[src/rtl/ddr2_traffic_gen_if.sv]
// Burst request/data bundle between the traffic generator and the AXI write/read masters.
interface ddr2_traffic_gen_if #(
  parameter int unsigned ADDR_WIDTH = 27,
  parameter int unsigned DATA_WIDTH = 16
) ();
  logic                  wr_trig;
  logic [7:0]            wr_len;
  logic [ADDR_WIDTH-1:0] wr_addr;
  logic [DATA_WIDTH-1:0] wr_data;
  logic                  wr_data_en;
  logic                  wr_ready;
  logic                  wr_done;
  logic                  rd_trig;
  logic [7:0]            rd_len;
  logic [ADDR_WIDTH-1:0] rd_addr;
  logic [DATA_WIDTH-1:0] rd_data;
  logic                  rd_data_en;
  logic                  rd_ready;
  logic                  rd_done;

  modport master (
    output wr_trig, wr_len, wr_addr, wr_data,
    input  wr_data_en, wr_ready, wr_done,
    output rd_trig, rd_len, rd_addr,
    input  rd_data, rd_data_en, rd_ready, rd_done
  );

  modport slave (
    input  wr_trig, wr_len, wr_addr, wr_data,
    output wr_data_en, wr_ready, wr_done,
    input  rd_trig, rd_len, rd_addr,
    output rd_data, rd_data_en, rd_ready, rd_done
  );
endinterface

[src/rtl/ddr2_traffic_gen.sv]
// Write-then-readback traffic generator: writes an incrementing pattern in bursts,
// reads the region back, counts mismatches and reports pass/fail.
module ddr2_traffic_gen #(
  parameter int unsigned            ADDR_WIDTH = 27,
  parameter int unsigned            DATA_WIDTH = 16,
  parameter int unsigned            BURST_LEN  = 8,
  parameter int unsigned            NUM_BURSTS = 16,
  parameter int unsigned            ADDR_STEP  = 16,
  parameter logic [ADDR_WIDTH-1:0]  BASE_ADDR  = '0,
  parameter logic [DATA_WIDTH-1:0]  SEED       = DATA_WIDTH'(1),
  parameter int unsigned            TIMEOUT    = 4096
) (
  input  logic        clk,
  input  logic        rstn,
  input  logic        init_end,
  input  logic        start,
  output logic        busy,
  output logic        done,
  output logic        pass,
  output logic [15:0] err_cnt,
  output logic        timeout,
  output logic        len_err,
  ddr2_traffic_gen_if.master bus
);
  localparam int unsigned WDOG_W = $clog2(TIMEOUT + 1);
  localparam int unsigned BCNT_W = 16;
  localparam int unsigned BEAT_W = 9;

  typedef enum logic [2:0] {IDLE, WR_REQ, WR_WAIT, RD_REQ, RD_WAIT, DONE} state_t;

  state_t                state, state_nxt;
  logic                  abort;
  logic [ADDR_WIDTH-1:0] wr_addr_q, wr_addr_d, rd_addr_q, rd_addr_d;
  logic [DATA_WIDTH-1:0] wr_data_q, wr_data_d, rd_exp_q, rd_exp_d;
  logic [BCNT_W-1:0]     burst_q, burst_d;
  logic [BEAT_W-1:0]     beat_q, beat_d, beat_sum;
  logic [WDOG_W-1:0]     wdog_q, wdog_d;
  logic [15:0]           err_d;
  logic                  busy_d, done_d, pass_d, timeout_d, len_err_d;
  logic                  wr_trig_q, wr_trig_d, rd_trig_q, rd_trig_d;
  logic                  start_go, watch, wr_phase, rd_phase, wdog_hit, last_burst, rd_beat;

  assign start_go   = start && init_end && (state == IDLE || state == DONE);
  assign watch      = state inside {WR_REQ, WR_WAIT, RD_REQ, RD_WAIT};
  assign wr_phase   = state inside {WR_REQ, WR_WAIT};
  assign rd_phase   = state inside {RD_REQ, RD_WAIT};
  assign wdog_hit   = (wdog_q == WDOG_W'(TIMEOUT - 1));
  assign last_burst = (burst_q == BCNT_W'(NUM_BURSTS - 1));
  assign rd_beat    = rd_phase && bus.rd_data_en;
  // a beat arriving together with rd_done is counted before the length check
  assign beat_sum   = beat_q + BEAT_W'(rd_beat);

  assign bus.wr_trig = wr_trig_q;
  assign bus.wr_len  = 8'(BURST_LEN);
  assign bus.wr_addr = wr_addr_q;
  assign bus.wr_data = wr_data_q;
  assign bus.rd_trig = rd_trig_q;
  assign bus.rd_len  = 8'(BURST_LEN);
  assign bus.rd_addr = rd_addr_q;

  // State register
  always_ff @(posedge clk or negedge rstn) begin
    if (!rstn) state <= IDLE;
    else       state <= state_nxt;
  end

  // Next state; a completed handshake wins over a watchdog expiry in the same cycle
  always_comb begin
    state_nxt = state;
    abort     = 1'b0;
    case (state)
      IDLE, DONE: if (start_go) state_nxt = WR_REQ;
      WR_REQ: begin
        if (wr_trig_q && bus.wr_ready) state_nxt = WR_WAIT;
        else if (wdog_hit)             begin state_nxt = DONE; abort = 1'b1; end
      end
      WR_WAIT: begin
        if (bus.wr_done)   state_nxt = last_burst ? RD_REQ : WR_REQ;
        else if (wdog_hit) begin state_nxt = DONE; abort = 1'b1; end
      end
      RD_REQ: begin
        if (rd_trig_q && bus.rd_ready) state_nxt = RD_WAIT;
        else if (wdog_hit)             begin state_nxt = DONE; abort = 1'b1; end
      end
      RD_WAIT: begin
        if (bus.rd_done)   state_nxt = last_burst ? DONE : RD_REQ;
        else if (wdog_hit) begin state_nxt = DONE; abort = 1'b1; end
      end
      default: state_nxt = IDLE;
    endcase
  end

  // Next values of every registered output and datapath counter
  always_comb begin
    wr_addr_d = wr_addr_q;
    rd_addr_d = rd_addr_q;
    wr_data_d = wr_data_q;
    rd_exp_d  = rd_exp_q;
    burst_d   = burst_q;
    beat_d    = beat_q;
    err_d     = err_cnt;
    timeout_d = timeout || abort;
    len_err_d = len_err;
    wdog_d    = (watch && state_nxt == state) ? wdog_q + WDOG_W'(1) : '0;

    if (start_go) begin
      wr_addr_d = BASE_ADDR;
      rd_addr_d = BASE_ADDR;
      wr_data_d = SEED;
      rd_exp_d  = SEED;
      burst_d   = '0;
      beat_d    = '0;
      err_d     = '0;
      timeout_d = 1'b0;
      len_err_d = 1'b0;
    end

    if (wr_phase && bus.wr_data_en) wr_data_d = wr_data_q + DATA_WIDTH'(1);

    if (state == WR_WAIT && bus.wr_done) begin
      wr_addr_d = wr_addr_q + ADDR_WIDTH'(ADDR_STEP);
      burst_d   = last_burst ? '0 : burst_q + BCNT_W'(1);
    end

    if (rd_beat) begin
      rd_exp_d = rd_exp_q + DATA_WIDTH'(1);
      beat_d   = beat_sum;
      if (bus.rd_data != rd_exp_q && err_cnt != 16'hFFFF) err_d = err_cnt + 16'd1;
    end

    if (state == RD_WAIT && bus.rd_done) begin
      if (beat_sum != BEAT_W'(BURST_LEN)) len_err_d = 1'b1;
      beat_d    = '0;
      rd_addr_d = rd_addr_q + ADDR_WIDTH'(ADDR_STEP);
      burst_d   = last_burst ? '0 : burst_q + BCNT_W'(1);
    end

    busy_d    = state_nxt inside {WR_REQ, WR_WAIT, RD_REQ, RD_WAIT};
    done_d    = (state_nxt == DONE);
    wr_trig_d = (state_nxt == WR_REQ);
    rd_trig_d = (state_nxt == RD_REQ);
    pass_d    = (state_nxt == DONE) && (err_d == 16'd0) && !timeout_d && !len_err_d;
  end

  // Datapath and output registers
  always_ff @(posedge clk or negedge rstn) begin
    if (!rstn) begin
      wr_addr_q <= BASE_ADDR;
      rd_addr_q <= BASE_ADDR;
      wr_data_q <= SEED;
      rd_exp_q  <= SEED;
      burst_q   <= '0;
      beat_q    <= '0;
      wdog_q    <= '0;
      err_cnt   <= '0;
      timeout   <= 1'b0;
      len_err   <= 1'b0;
      busy      <= 1'b0;
      done      <= 1'b0;
      pass      <= 1'b0;
      wr_trig_q <= 1'b0;
      rd_trig_q <= 1'b0;
    end else begin
      wr_addr_q <= wr_addr_d;
      rd_addr_q <= rd_addr_d;
      wr_data_q <= wr_data_d;
      rd_exp_q  <= rd_exp_d;
      burst_q   <= burst_d;
      beat_q    <= beat_d;
      wdog_q    <= wdog_d;
      err_cnt   <= err_d;
      timeout   <= timeout_d;
      len_err   <= len_err_d;
      busy      <= busy_d;
      done      <= done_d;
      pass      <= pass_d;
      wr_trig_q <= wr_trig_d;
      rd_trig_q <= rd_trig_d;
    end
  end
endmodule

[src/flat_wrapper.sv]
// flat-port wrapper written by rule: the top's interface ports become plain ports
module ddr2_traffic_gen_flat 
#(
  parameter int unsigned            ADDR_WIDTH = 27,
  parameter int unsigned            DATA_WIDTH = 16,
  parameter int unsigned            BURST_LEN  = 8,
  parameter int unsigned            NUM_BURSTS = 16,
  parameter int unsigned            ADDR_STEP  = 16,
  parameter logic [ADDR_WIDTH-1:0]  BASE_ADDR  = '0,
  parameter logic [DATA_WIDTH-1:0]  SEED       = DATA_WIDTH'(1),
  parameter int unsigned            TIMEOUT    = 4096
)
  (clk, rstn, init_end, start, busy, done, pass, err_cnt, timeout, len_err, bus_wr_trig, bus_wr_len, bus_wr_addr, bus_wr_data, bus_wr_data_en, bus_wr_ready, bus_wr_done, bus_rd_trig, bus_rd_len, bus_rd_addr, bus_rd_data, bus_rd_data_en, bus_rd_ready, bus_rd_done);
  ddr2_traffic_gen_if #(.ADDR_WIDTH(ADDR_WIDTH), .DATA_WIDTH(DATA_WIDTH)) bus_i ();
  input  logic clk;
  input  logic rstn;
  input  logic init_end;
  input  logic start;
  output logic busy;
  output logic done;
  output logic pass;
  output logic [15:0] err_cnt;
  output logic timeout;
  output logic len_err;
  output wire logic [$bits(bus_i.wr_trig)-1:0] bus_wr_trig;
  output wire logic [$bits(bus_i.wr_len)-1:0] bus_wr_len;
  output wire logic [$bits(bus_i.wr_addr)-1:0] bus_wr_addr;
  output wire logic [$bits(bus_i.wr_data)-1:0] bus_wr_data;
  input wire logic [$bits(bus_i.wr_data_en)-1:0] bus_wr_data_en;
  input wire logic [$bits(bus_i.wr_ready)-1:0] bus_wr_ready;
  input wire logic [$bits(bus_i.wr_done)-1:0] bus_wr_done;
  output wire logic [$bits(bus_i.rd_trig)-1:0] bus_rd_trig;
  output wire logic [$bits(bus_i.rd_len)-1:0] bus_rd_len;
  output wire logic [$bits(bus_i.rd_addr)-1:0] bus_rd_addr;
  input wire logic [$bits(bus_i.rd_data)-1:0] bus_rd_data;
  input wire logic [$bits(bus_i.rd_data_en)-1:0] bus_rd_data_en;
  input wire logic [$bits(bus_i.rd_ready)-1:0] bus_rd_ready;
  input wire logic [$bits(bus_i.rd_done)-1:0] bus_rd_done;
  assign bus_wr_trig = bus_i.wr_trig;
  assign bus_wr_len = bus_i.wr_len;
  assign bus_wr_addr = bus_i.wr_addr;
  assign bus_wr_data = bus_i.wr_data;
  assign bus_i.wr_data_en = bus_wr_data_en;
  assign bus_i.wr_ready = bus_wr_ready;
  assign bus_i.wr_done = bus_wr_done;
  assign bus_rd_trig = bus_i.rd_trig;
  assign bus_rd_len = bus_i.rd_len;
  assign bus_rd_addr = bus_i.rd_addr;
  assign bus_i.rd_data = bus_rd_data;
  assign bus_i.rd_data_en = bus_rd_data_en;
  assign bus_i.rd_ready = bus_rd_ready;
  assign bus_i.rd_done = bus_rd_done;
  ddr2_traffic_gen #(.ADDR_WIDTH(ADDR_WIDTH), .DATA_WIDTH(DATA_WIDTH), .BURST_LEN(BURST_LEN), .NUM_BURSTS(NUM_BURSTS), .ADDR_STEP(ADDR_STEP), .BASE_ADDR(BASE_ADDR), .SEED(SEED), .TIMEOUT(TIMEOUT)) u_core (.clk(clk), .rstn(rstn), .init_end(init_end), .start(start), .busy(busy), .done(done), .pass(pass), .err_cnt(err_cnt), .timeout(timeout), .len_err(len_err), .bus(bus_i));
endmodule
[config.mk]
export PLATFORM = sky130hd
export DESIGN_NAME = ddr2_traffic_gen_flat
export DESIGN_NICKNAME = d
export VERILOG_FILES = /design/src/rtl/ddr2_traffic_gen_if.sv /design/src/rtl/ddr2_traffic_gen.sv /design/src/flat_wrapper.sv
export SDC_FILE = /design/constraint.sdc
export NUM_CORES = 1
export LEC_CHECK = 0
export BUFFER_PORTS_ARGS = -buffer_cell sky130_fd_sc_hd__buf_2
export CORE_AREA = 4 4 90 176
export CTS_CLUSTER_DIAMETER = 30
export DETAILED_ROUTE_END_ITERATION = 12
export DIE_AREA = 0 0 94 180
export PLACE_DENSITY = 0.79
export SLEW_MARGIN = 40
export SYNTH_ARGS = -nofsm -noshare
export SYNTH_HDL_FRONTEND = slang
export SYNTH_SLANG_ARGS = --single-unit
[constraint.sdc]
create_clock -name clk -period 8.6 [get_ports clk]
set_input_delay 0.43 -clock clk [delete_from_list [all_inputs] [get_ports clk]]
set_output_delay 0.43 -clock clk [all_outputs]
set_load 0.02 [all_outputs]
==> qor.csv, run 1 <==
stage;metric;value;unit
clock_tree;Clk Latency, worst-skew pair;420;ps
sta;TNS Setup;0;ps
route;DR iter-0 viols;395;
place;pre-CTS WS;4350;ps
global_routing;vias in the first global route;6534;
critical_path;Worst path slowest cell;dfrtp_1;
sta;Max Transition Viols Final;0;
global_routing;largest net degree at the start of global routing;76;
cells_and_area;nets@finish;1011;
cells_and_area;final instance area;9000;um^2
sta;unrepaired setup endpoints after global routing;false;
sta;Slew headroom;48.2;%
sta;# setup viols final;0;
critical_path;Critical Path RT;8920;ps
critical_path;Critical Path Fanout Max;23;
global_routing;first-pass GRT wire length;30800;um
route;total wire length;18600;um
power;Power Internal;1180;uW
synthesis;Yosys reg bits;142;
sta;crit path time final;3980;ps
place;Area after DPL;8390;um^2
synthesis;leading post-synthesis cells by cell area;dfrtp_1 (45%), o21ai_0 (6.1%), nand3_1 (5.7%);
clock_tree;PostCTS Resize Cnt;0;
clock_tree;Sinks on Clock Net;142;
synthesis;syn avg cell area;8.92;um^2
power;leakage power;0.00438;uW
route;DRC Markers;0;
clock_tree;Root Driver;clkbuf_16;
synthesis;leading area contributor after synthesis;dfrtp_1;
power;Total Power;1630;uW
die;initial core utilization;54.2;%
clock_tree;Post-CTS Setup Bufs;0;
power;sw frac;28.0;%
clock_tree;clk slew on worst S/H paths;70;ps
sta;crit share post-route;46.3;%
synthesis;ys flop type;dfrtp_1;
cells_and_area;ant diodes;0;
synthesis;Synth Cell Area;7820;um^2
power;power per cell area;182;nW/um^2
place;GPL Wtd Cong;0.865;
sta;worst slew pin tran;771;ps
power;Switching Power;457;uW
clock_tree;CTS tree;built;
route;vias per inst;5.78;
run;max-cap violations;0;
power;share of power burned in registers;44.0;%
die;die area;16900;um^2
synthesis;Post-synth EDFFs;0;
synthesis;library cells used by synthesis;73;
critical_path;most used cell, CP;ha_1;
route;Pre-antenna DRT Iters;5;
critical_path;largest stage delay on the critical path;620;ps
route;drt wl/cell;15.8;um
synthesis;top cell type's share of synthesized area;44.8;%
die;row count;62;
critical_path;CP delay by family, top;simple AND/OR/NAND/NOR gates;
sta;Fin. Hold Viols;0;
hold_path;Hold Crit Class;input port to async pin;
outcome;status;completed;
place;IO Port Bufs;110;
die;CORE AREA;14400;um^2
sta;Fin Clk Skew;11.1;ps
sta;Setup WS post-layout;4620;ps
route;vias;6817;
cells_and_area;share of layout cells above drive strength 1;17.7;%
critical_path;CP Capture Type;flip-flop;
sta;hold slack;10.6;ps
power;Max IR drop VDD;0.000142;V
die;die height;180;um
global_routing;GR Util All Layers;22.2;%
power;clock power share;45.7;%
synthesis;Synth Warn #;0;
die;IO Pins;135;
critical_path;Crit Path Category;flip-flop to flip-flop;
die;Die Wd;94;um
clock_tree;# hold bufs at CTS;0;
critical_path;CP arrival;4300;ps
critical_path;Worst setup SP type;flip-flop;
critical_path;cells along the critical path;and3b_1 -> o21ai_2 -> clkinv_2 -> ha_1 -> ha_1 -> or3b_2 -> o31a_1 -> o21ai_0 -> a41oi_1 -> a221o_1 -> nand4b_1 -> nor4_2;
cells_and_area;commonest non-fill, non-tap cells in the layout;dfrtp_1 (140), buf_2 (109), nand2_1 (107);
place;hpwl dp;13200;um
clock_tree;TritonCTS Buffers;17;
sta;fmax;251;MHz
cells_and_area;most common cell after layout, fill and taps aside;dfrtp_1;
power;combinational share of power;10.3;%
global_routing;grt ovf;0;
cells_and_area;Area growth, synth to finish;15.0;%
global_routing;antenna violations before repair;0;
route;ANT nets after route;0;
clock_tree;Longest Clk Path Bufs;2;
synthesis;asr flop ratio synth;100;%
clock_tree;H-tree levels;4;
synthesis;sequential element share of the synthesized area;45.5;%
critical_path;buffers plus inverters on the worst setup path;1;
synthesis;cell count after synthesis;877;
[flip-flops by register name, summed over array words and instances, names as in the netlist]
register            count
u_core.bus.wr_data     16
u_core.state            3
u_core.rd_exp_q        16
u_core.bus.wr_addr     23
u_core.beat_q           9
u_core.wdog_q          13
u_core.err_cnt         16
u_core.burst_q         16
u_core.bus.wr_trig      1
u_core.pass             1
u_core.bus.rd_trig      1
u_core.busy             1
u_core.done             1
u_core.timeout          1
u_core.bus.rd_addr     23
u_core.len_err          1
[worst reg2reg max path: stages, from the launching register on]
cell and delay, ps:
dfrtp_1 620, and3b_1 300, o21ai_2 440, clkinv_2 310, ha_1 300, ha_1 250, or3b_2 450, o31a_1 110
o21ai_0 150, a41oi_1 130, a221o_1 300, nand4b_1 210, nor4_2 290
[metal layers]
layer	GRT usage, %	vias to the layer above	share of wire (%)
met5	0	-	0
li1	-	3306	-
met4	8.16	0	2.0
met2	40.5	213	55
met1	24.9	3262	38
met3	4.52	36	5.0
[Yosys cell counts, drive strengths merged (3+ instances only)]
| master | number |
|---|---|
| a31oi | 6 |
| inv | 15 |
| o21ai | 98 |
| nor3 | 15 |
| mux2i | 17 |
| ha | 10 |
| nand2b | 3 |
| o2111ai | 3 |
| xnor2 | 10 |
| nor2 | 78 |
| o211ai | 6 |
| o41ai | 4 |
| and2 | 6 |
| and4 | 10 |
| o31ai | 13 |
| and3 | 35 |
| buf | 44 |
| nor3b | 5 |
| dfrtp | 140 |
| xor2 | 37 |
| nand4 | 24 |
| nand2 | 107 |
| nor4 | 8 |
| nand3 | 89 |
| a21oi | 25 |
| or3 | 5 |
| clkbuf | 15 |
| a211oi | 7 |
| nand4bb | 4 |
[kinds of logic after synthesis]
| family | share of synthesized area (%) |
|---|---|
| simple gates | 25.8 |
| compound gates | 14.1 |
| flops | 45.5 |
| buf+inv | 5.54 |
| xor+xnor | 5.26 |
| mux | 2.18 |
| fa+ha+maj | 1.60 |
| other cells | 0.0960 |
[power groups by stage]
| stage | Clock (uW) | Combinational, uW | Sequential (uW) |
|---|---|---|---|
| finish | 747 | 168 | 719 |
| global route | 792 | 187 | 723 |
| CTS | 764 | 169 | 718 |
| detailed placement | 0 | 168 | 730 |
| global placement | 0 | 164 | 729 |
| floorplan | 0 | 113 | 732 |
[stage by stage]
step / instances / utilization [%]
after global routing: 1180 / 62.3
after CTS: 1180 / 62.3
after floorplan: 899 / -
after global placement: 1148 / 58.0
final: 1180 / 62.3
after detailed placement: 1148 / 58.2
[layout make-up]
| cell class | instances | area (um^2) |
|---|---|---|
| multi-input cells | 682 | 3940 |
| well taps | 192 | 240 |
| inverters | 16 | 61.3 |
| repair buffers | 116 | 606 |
| fillers | 1295 | 5430 |
| flip-flops and latches | 142 | 3560 |
| clock buffers | 17 | 425 |
| clock inverters | 15 | 173 |
[worst paths after layout]
kind | start | slack [ps] | cells past startpoint | end
setup reg to reg | u_core.state[0] | 4620 | 12 | u_core.pass
max in group asynchronous | rstn | 7480 | 2 | u_core.bus.wr_data[2]
hold / removal | rstn | 10 | 1 | u_core.bus.wr_addr[10]
hold reg to reg | u_core.bus.wr_data[15] | 480 | 1 | u_core.bus.wr_data[15]
min in group clk | bus_rd_done | 480 | 4 | u_core.state[2]
setup / recovery | u_core.state[0] | 4620 | 12 | u_core.pass
(Power assumes the default switching activity.)
==> run 2: changes to the inputs <==
==> constraint.sdc (replaced) <==
create_clock -name clk -period 4.1 [get_ports clk]
set_input_delay 0.205 -clock clk [delete_from_list [all_inputs] [get_ports clk]]
set_output_delay 0.205 -clock clk [all_outputs]
set_load 0.02 [all_outputs]
==> run 2 against run 1 <==
Against the previous run: sequential share of layout area down 0.16 points; cell area is 0.40% higher; core utilization increased by 0.25 points; total power grew 110%; combinational power rose by 130%; sequential power is 110% higher; largest cell class unchanged.
==> qor.csv, run 2 (synthesis gave the netlist of run 1 again) <==
stage;metric;value;unit;change
critical_path;Worst setup SP type;flip-flop;;unchanged
critical_path;R2R setup slack;530;ps;was 4620 ps
die;CORE AREA;14400;um^2;unchanged
power;combinational share of power;11.0;%;was 10.3%
place;IO Port Bufs;110;;unchanged
power;Max IR drop VDD;0.000301;V;was 0.000142 V
power;Switching Power;961;uW;was 457 uW
power;Power Internal;2500;uW;was 1180 uW
sta;fmax;280;MHz;was 251 MHz
sta;Fin Clk Skew;11.0;ps;was 11.1 ps
critical_path;Critical Path RT;4430;ps;was 8920 ps
hold_path;Hold Crit Class;input port to flip-flop;;was input port to async pin
sta;Fin. Hold Viols;0;;unchanged
critical_path;buffers plus inverters on the worst setup path;1;;unchanged
place;GPL Wtd Cong;0.912;;was 0.865
global_routing;first-pass GRT wire length;32200;um;was 30800 um
global_routing;largest net degree at the start of global routing;80;;was 76
cells_and_area;Area growth, synth to finish;15.5;%;was 15.0%
die;die area;16900;um^2;unchanged
sta;crit share post-route;87.1;%;was 46.3%
critical_path;Worst path slowest cell;dfrtp_1;;unchanged
power;clock power share;45.7;%;about the same
route;DR iter-0 viols;462;;was 395
cells_and_area;commonest non-fill, non-tap cells in the layout;dfrtp_1 (140), buf_2 (109), nand2_1 (107);;unchanged
clock_tree;Longest Clk Path Bufs;2;;unchanged
clock_tree;TritonCTS Buffers;17;;unchanged
die;initial core utilization;54.2;%;unchanged
clock_tree;PostCTS Resize Cnt;0;;unchanged
run;max-cap violations;0;;unchanged
die;row count;62;;unchanged
critical_path;reg2reg end;u_core.pass;;unchanged
route;DRC Markers;0;;unchanged
route;Pre-antenna DRT Iters;6;;was 5
clock_tree;CTS tree;built;;unchanged
outcome;status;completed;;unchanged
cells_and_area;ant diodes;0;;unchanged
critical_path;CP arrival;3900;ps;was 4300 ps
route;vias per inst;5.83;;was 5.78
critical_path;reg2reg start;u_core.state[2];;was u_core.state[0]
place;Area after DPL;8420;um^2;was 8390 um^2
die;IO Pins;135;;unchanged
sta;unrepaired setup endpoints after global routing;false;;unchanged
hold_path;Worst Hold Endpoint;u_core.rd_exp_q[0];;
cells_and_area;nets@finish;1016;;was 1011
cells_and_area;final instance area;9030;um^2;was 9000 um^2
die;Die Wd;94;um;unchanged
global_routing;antenna violations before repair;0;;unchanged
sta;crit path time final;3570;ps;was 3980 ps
global_routing;grt ovf;0;;unchanged
clock_tree;clk slew on worst S/H paths;60;ps;was 70 ps
sta;Slew headroom;45.6;%;was 48.2%
place;pre-CTS WS;578;ps;was 4350 ps
sta;worst slew pin tran;813;ps;was 771 ps
sta;# setup viols final;0;;unchanged
power;share of power burned in registers;43.2;%;was 44.0%
critical_path;cells along the critical path;and3b_1 -> o21ai_1 -> clkinv_2 -> ha_1 -> ha_1 -> or3b_2 -> o31a_1 -> o21ai_0 -> a41oi_1 -> a221o_1 -> nand4b_1 -> nor4_2;;was and3b_1 -> o21ai_2 -> clkinv_2 -> ha_1 -> ha_1 -> or3b_2 -> o31a_1 -> o21ai_0 -> a41oi_1 -> a221o_1 -> nand4b_1 -> nor4_2
route;ANT nets after route;0;;unchanged
clock_tree;H-tree levels;4;;unchanged
cells_and_area;most common cell after layout, fill and taps aside;dfrtp_1;;unchanged
hold_path;hold path depth;4;;
route;drt wl/cell;16.2;um;was 15.8 um
cells_and_area;share of layout cells above drive strength 1;17.8;%;was 17.7%
power;sw frac;27.8;%;was 28.0%
clock_tree;Root Driver;clkbuf_16;;unchanged
sta;Setup WS post-layout;528;ps;was 4620 ps
route;vias;6911;;was 6817
critical_path;largest stage delay on the critical path;650;ps;was 620 ps
cells_and_area;post-layout util;62.6;%;was 62.3%
cells_and_area;Filler Cell Count;1321;;was 1295
critical_path;Crit Path Category;flip-flop to flip-flop;;unchanged
critical_path;most used cell, CP;ha_1;;unchanged
power;Total Power;3460;uW;was 1630 uW
die;die height;180;um;unchanged
route;total wire length;19300;um;was 18600 um
clock_tree;Sinks on Clock Net;142;;unchanged
critical_path;Critical Path Fanout Max;15;;was 23
place;hpwl dp;13500;um;was 13200 um
sta;Max Transition Viols Final;0;;unchanged
sta;TNS Setup;0;ps;unchanged
power;leakage power;0.00441;uW;was 0.00438 uW
critical_path;CP delay by family, top;simple AND/OR/NAND/NOR gates;;unchanged
power;power per cell area;383;nW/um^2;was 182 nW/um^2
clock_tree;Clk Latency, worst-skew pair;430;ps;was 420 ps
global_routing;GR Util All Layers;23.2;%;was 22.2%
critical_path;Reg2Reg Depth;12;;unchanged
hold_path;HP Start;bus_rd_data_en;;
critical_path;CP Capture Type;flip-flop;;unchanged
global_routing;vias in the first global route;6964;;was 6534
[run 2: cell types whose count changed in the layout (fill, tap and decap cells not counted), sizes merged]
cell,before,now
buf,116,120
inv,25,21
clkinv,2,5
clkbuf,17,19
clkinvlp,2,1
dlygate4sd3,0,1
[run 2: worst max-delay path by stage]
stage	startpoint	end	slack, ps	depth (start not counted)
after CTS	u_core.state[2]	u_core.pass	570	12
after floorplan	u_core.state[1]	u_core.pass	880	14
after global routing	u_core.state[2]	u_core.pass	350	12
final	u_core.state[2]	u_core.pass	530	12
after global placement	u_core.state[2]	u_core.pass	690	12
after detailed placement	u_core.state[2]	u_core.pass	580	12
[run 2: per-stage QoR]
step	hold WS, ps	cells
global placement	298	1152
CTS	207	1185
global route	238	1185
finish	215	1185
floorplan	-90.6	899
detailed placement	296	1152
[run 2: cell type report]
type                    instances  area (um^2)  area share [%]
clock inverters                13          151            1.68
well taps                     192          240            2.66
multi-input cells             682         3930            43.5
repair buffers                121          642            7.11
flip-flops and latches        142         3560            39.4
inverters                      16         61.3           0.679
clock buffers                  19          453            5.01
[run 2: power groups by stage]
stage / registers (uW) / logic [uW] / clock network, uW
detailed placement: 1520 / 381 / 0
global route: 1500 / 424 / 1670
CTS: 1490 / 385 / 1610
floorplan: 1540 / 237 / 0
finish: 1500 / 382 / 1580
global placement: 1520 / 365 / 0
[run 2: repair_timing]
item,in CTS,in global routing
buffers inserted,0,0
hold buffers,1,0
endpoints found under the hold margin,77,0
endpoints found under the setup margin,0,0
[run 2: worst reg2reg max path, stage by stage, from the launching register on]
cell	delay, ps
dfrtp_1	650
and3b_1	240
o21ai_1	210
clkinv_2	240
ha_1	280
ha_1	250
or3b_2	460
o31a_1	110
o21ai_0	150
a41oi_1	130
a221o_1	300
nand4b_1	190
nor4_2	280
[run 2: per-layer routing]
layer / track usage (%) / up-vias / share of wire, %
met1: 25.9 / 3346 / 39
met2: 41.6 / 216 / 55
met5: 0 / - / 0
met4: 10.6 / 0 / 2.4
met3: 4.31 / 38 / 4.5
li1: - / 3311 / -
==> run 3: changes to the inputs <==
==> config.mk (replaced) <==
export PLATFORM = sky130hd
export DESIGN_NAME = ddr2_traffic_gen_flat
export DESIGN_NICKNAME = d
export VERILOG_FILES = /design/src/rtl/ddr2_traffic_gen_if.sv /design/src/rtl/ddr2_traffic_gen.sv /design/src/flat_wrapper.sv
export SDC_FILE = /design/constraint.sdc
export NUM_CORES = 1
export LEC_CHECK = 0
export CORE_AREA = 4 4 96 188
export CTS_CLUSTER_DIAMETER = 30
export DETAILED_ROUTE_END_ITERATION = 12
export DIE_AREA = 0 0 100 192
export DONT_BUFFER_PORTS = 1
export PLACE_DENSITY = 0.64
export SYNTH_ARGS = -nofsm -noshare
export SYNTH_HDL_FRONTEND = slang
export SYNTH_SLANG_ARGS = --single-unit
==> run 3 against run 2 <==
Against the previous run: via count shrank 6.7%; critical path depth grew 1; sequential cell count is the same; wire length grew 0.77%; clock power shrank 3%; cell area shrank 5.7%; total power shrank 2.5%.
==> qor.csv, run 3 (synthesis gave the netlist of run 1 again) <==
stage;metric;value;unit;change
outcome;status;completed;;unchanged
global_routing;vias in the first global route;6334;;was 6964
clock_tree;CTS tree;built;;unchanged
die;Die Wd;100;um;was 94 um
cells_and_area;most common cell after layout, fill and taps aside;dfrtp_1;;unchanged
sta;Slew headroom;24.0;%;was 45.6%
power;Max IR drop VDD;0.000292;V;was 0.000301 V
clock_tree;H-tree levels;4;;unchanged
route;vias;6446;;was 6911
sta;crit path time final;3570;ps;about the same
critical_path;Crit Path Category;flip-flop to flip-flop;;unchanged
die;die area;19200;um^2;was 16900 um^2
critical_path;Critical Path RT;4410;ps;was 4430 ps
cells_and_area;Area growth, synth to finish;8.86;%;was 15.5%
sta;Setup WS post-layout;533;ps;was 528 ps
sta;fmax;280;MHz;about the same
sta;# setup viols final;0;;unchanged
critical_path;most used cell, CP;ha_1;;unchanged
clock_tree;Longest Clk Path Bufs;2;;unchanged
critical_path;CP arrival;3880;ps;was 3900 ps
hold_path;Hold Crit Class;input port to flip-flop;;unchanged
critical_path;Critical Path Fanout Max;19;;was 15
cells_and_area;area of the multi-input gates;3910;um^2;was 3930 um^2
clock_tree;Sinks on Clock Net;142;;unchanged
sta;Max Transition Viols Final;0;;unchanged
cells_and_area;commonest non-fill, non-tap cells in the layout;dfrtp_1 (140), nand2_1 (107), o21ai_0 (96);;was dfrtp_1 (140), buf_2 (109), nand2_1 (107)
die;die height;192;um;was 180 um
clock_tree;Root Driver;clkbuf_16;;unchanged
die;CORE AREA;16700;um^2;was 14400 um^2
cells_and_area;sequential cell area;3560;um^2;unchanged
sta;crit share post-route;87.0;%;was 87.1%
critical_path;CP Capture Type;flip-flop;;unchanged
global_routing;GR Util All Layers;20.7;%;was 23.2%
power;Total Power;3370;uW;was 3460 uW
global_routing;first-pass GRT wire length;31900;um;was 32200 um
power;leakage power;0.00385;uW;was 0.00441 uW
sta;worst slew pin tran;1140;ps;was 813 ps
sta;TNS Setup;0;ps;unchanged
global_routing;grt ovf;0;;unchanged
route;total wire length;19400;um;was 19300 um
place;GPL Wtd Cong;0.867;;was 0.912
critical_path;Worst path slowest cell;or3b_2;;was dfrtp_1
place;pre-CTS WS;607;ps;was 578 ps
die;IO Pins;135;;unchanged
place;IO Port Bufs;0;;was 110
critical_path;Worst setup SP type;flip-flop;;unchanged
route;drt wl/cell;17.7;um;was 16.2 um
run;max-cap violations;0;;unchanged
route;ANT nets after route;0;;unchanged
sta;Fin. Hold Viols;0;;unchanged
critical_path;largest stage delay on the critical path;450;ps;was 650 ps
sta;unrepaired setup endpoints after global routing;false;;unchanged
clock_tree;Clk Latency, worst-skew pair;410;ps;was 430 ps
cells_and_area;nets@finish;911;;was 1016
clock_tree;clk slew on worst S/H paths;60;ps;about the same
die;initial core utilization;46.9;%;was 54.2%
cells_and_area;ant diodes;0;;unchanged
global_routing;largest net degree at the start of global routing;143;;was 80
global_routing;antenna violations before repair;0;;unchanged
route;vias per inst;5.89;;was 5.83
route;DR iter-0 viols;279;;was 462
sta;Fin Clk Skew;8.67;ps;was 11.0 ps
clock_tree;TritonCTS Buffers;17;;unchanged
route;DRC Markers;0;;unchanged
route;Pre-antenna DRT Iters;4;;was 6
cells_and_area;share of layout cells above drive strength 1;7.55;%;was 17.8%
critical_path;cells along the critical path;buf_4 -> and3b_1 -> o21ai_1 -> clkinv_2 -> ha_1 -> ha_1 -> or3b_2 -> o31a_1 -> o21ai_0 -> a41oi_1 -> a221o_1 -> nand4b_1 -> nor4_2;;was and3b_1 -> o21ai_1 -> clkinv_2 -> ha_1 -> ha_1 -> or3b_2 -> o31a_1 -> o21ai_0 -> a41oi_1 -> a221o_1 -> nand4b_1 -> nor4_2
place;hpwl dp;13900;um;was 13500 um
power;power per cell area;396;nW/um^2;was 383 nW/um^2
cells_and_area;Filler Cell Count;1570;;was 1321
die;row count;67;;was 62
run 3: routing by layer:
| layer | global-route usage [%] | routed length, um | part of all wire (%) |
|---|---|---|---|
| met4 | 8.93 | 656 | 3.4 |
| met2 | 37.5 | 10300 | 53 |
| met3 | 4.25 | 1110 | 5.7 |
| met5 | 0 | 0 | 0 |
| met1 | 22.9 | 7380 | 38 |
run 3: power by group:
group          internal (uW)  total (uW)  switching [uW]
Clock                    915        1540             626
Combinational           86.6         309             222
Sequential              1450        1520            77.4
run 3: final timing paths:
| kind | slack [ps] | from | to | depth (start not counted) |
|---|---|---|---|---|
| setup / recovery | 530 | u_core.state[1] | u_core.pass | 13 |
| hold / removal | 70 | bus_rd_done | u_core.state[2] | 3 |
| setup reg to reg | 530 | u_core.state[1] | u_core.pass | 13 |
| hold reg to reg | 480 | u_core.wdog_q[0] | u_core.wdog_q[0] | 1 |
| max in group asynchronous | 3070 | rstn | u_core.bus.wr_addr[11] | 2 |
| min in group asynchronous | 420 | rstn | u_core.bus.wr_data[13] | 2 |
run 3: repair_timing:
action                                 in CTS  in global routing
setup buffers                               0                  0
hold buffers                                2                  0
endpoints found under the hold margin     142                  0
gates resized for setup                     0                  0
run 3: final cells by class:
class                           count  share of cell area, %
Clock buffer                       19                   5.20
Clock inverter                     12                   1.62
Inverter                           16                  0.720
Multi-Input combinational cell    682                   46.0
Sequential cell                   142                   41.8
Tap cell                          207                   3.04
Timing Repair Buffer               16                   1.68
run 3: worst max-delay path, delay by kind of cell, from the launching register on:
family | cells | cell delay [ps]
adder cells (fa/ha/maj) | 2 | 520
flip-flops | 1 | 370
AND/OR/NAND/NOR | 4 | 1130
AO/OA/AOI/OAI | 5 | 970
buffers and inverters | 2 | 460
run 3: stage by stage:
stage	utilization (%)	instances	hold WS, ps	cell area (um^2)
6_report	51.0	1094	73.1	8510
5_1_grt	51.0	1094	122	8510
4_1_cts	51.0	1094	66.5	8510
3_5_place_dp	47.3	1061	-88.3	7900
3_3_place_gp	47.3	1061	-87.5	7900
2_1_floorplan	-	899	-90.6	7900
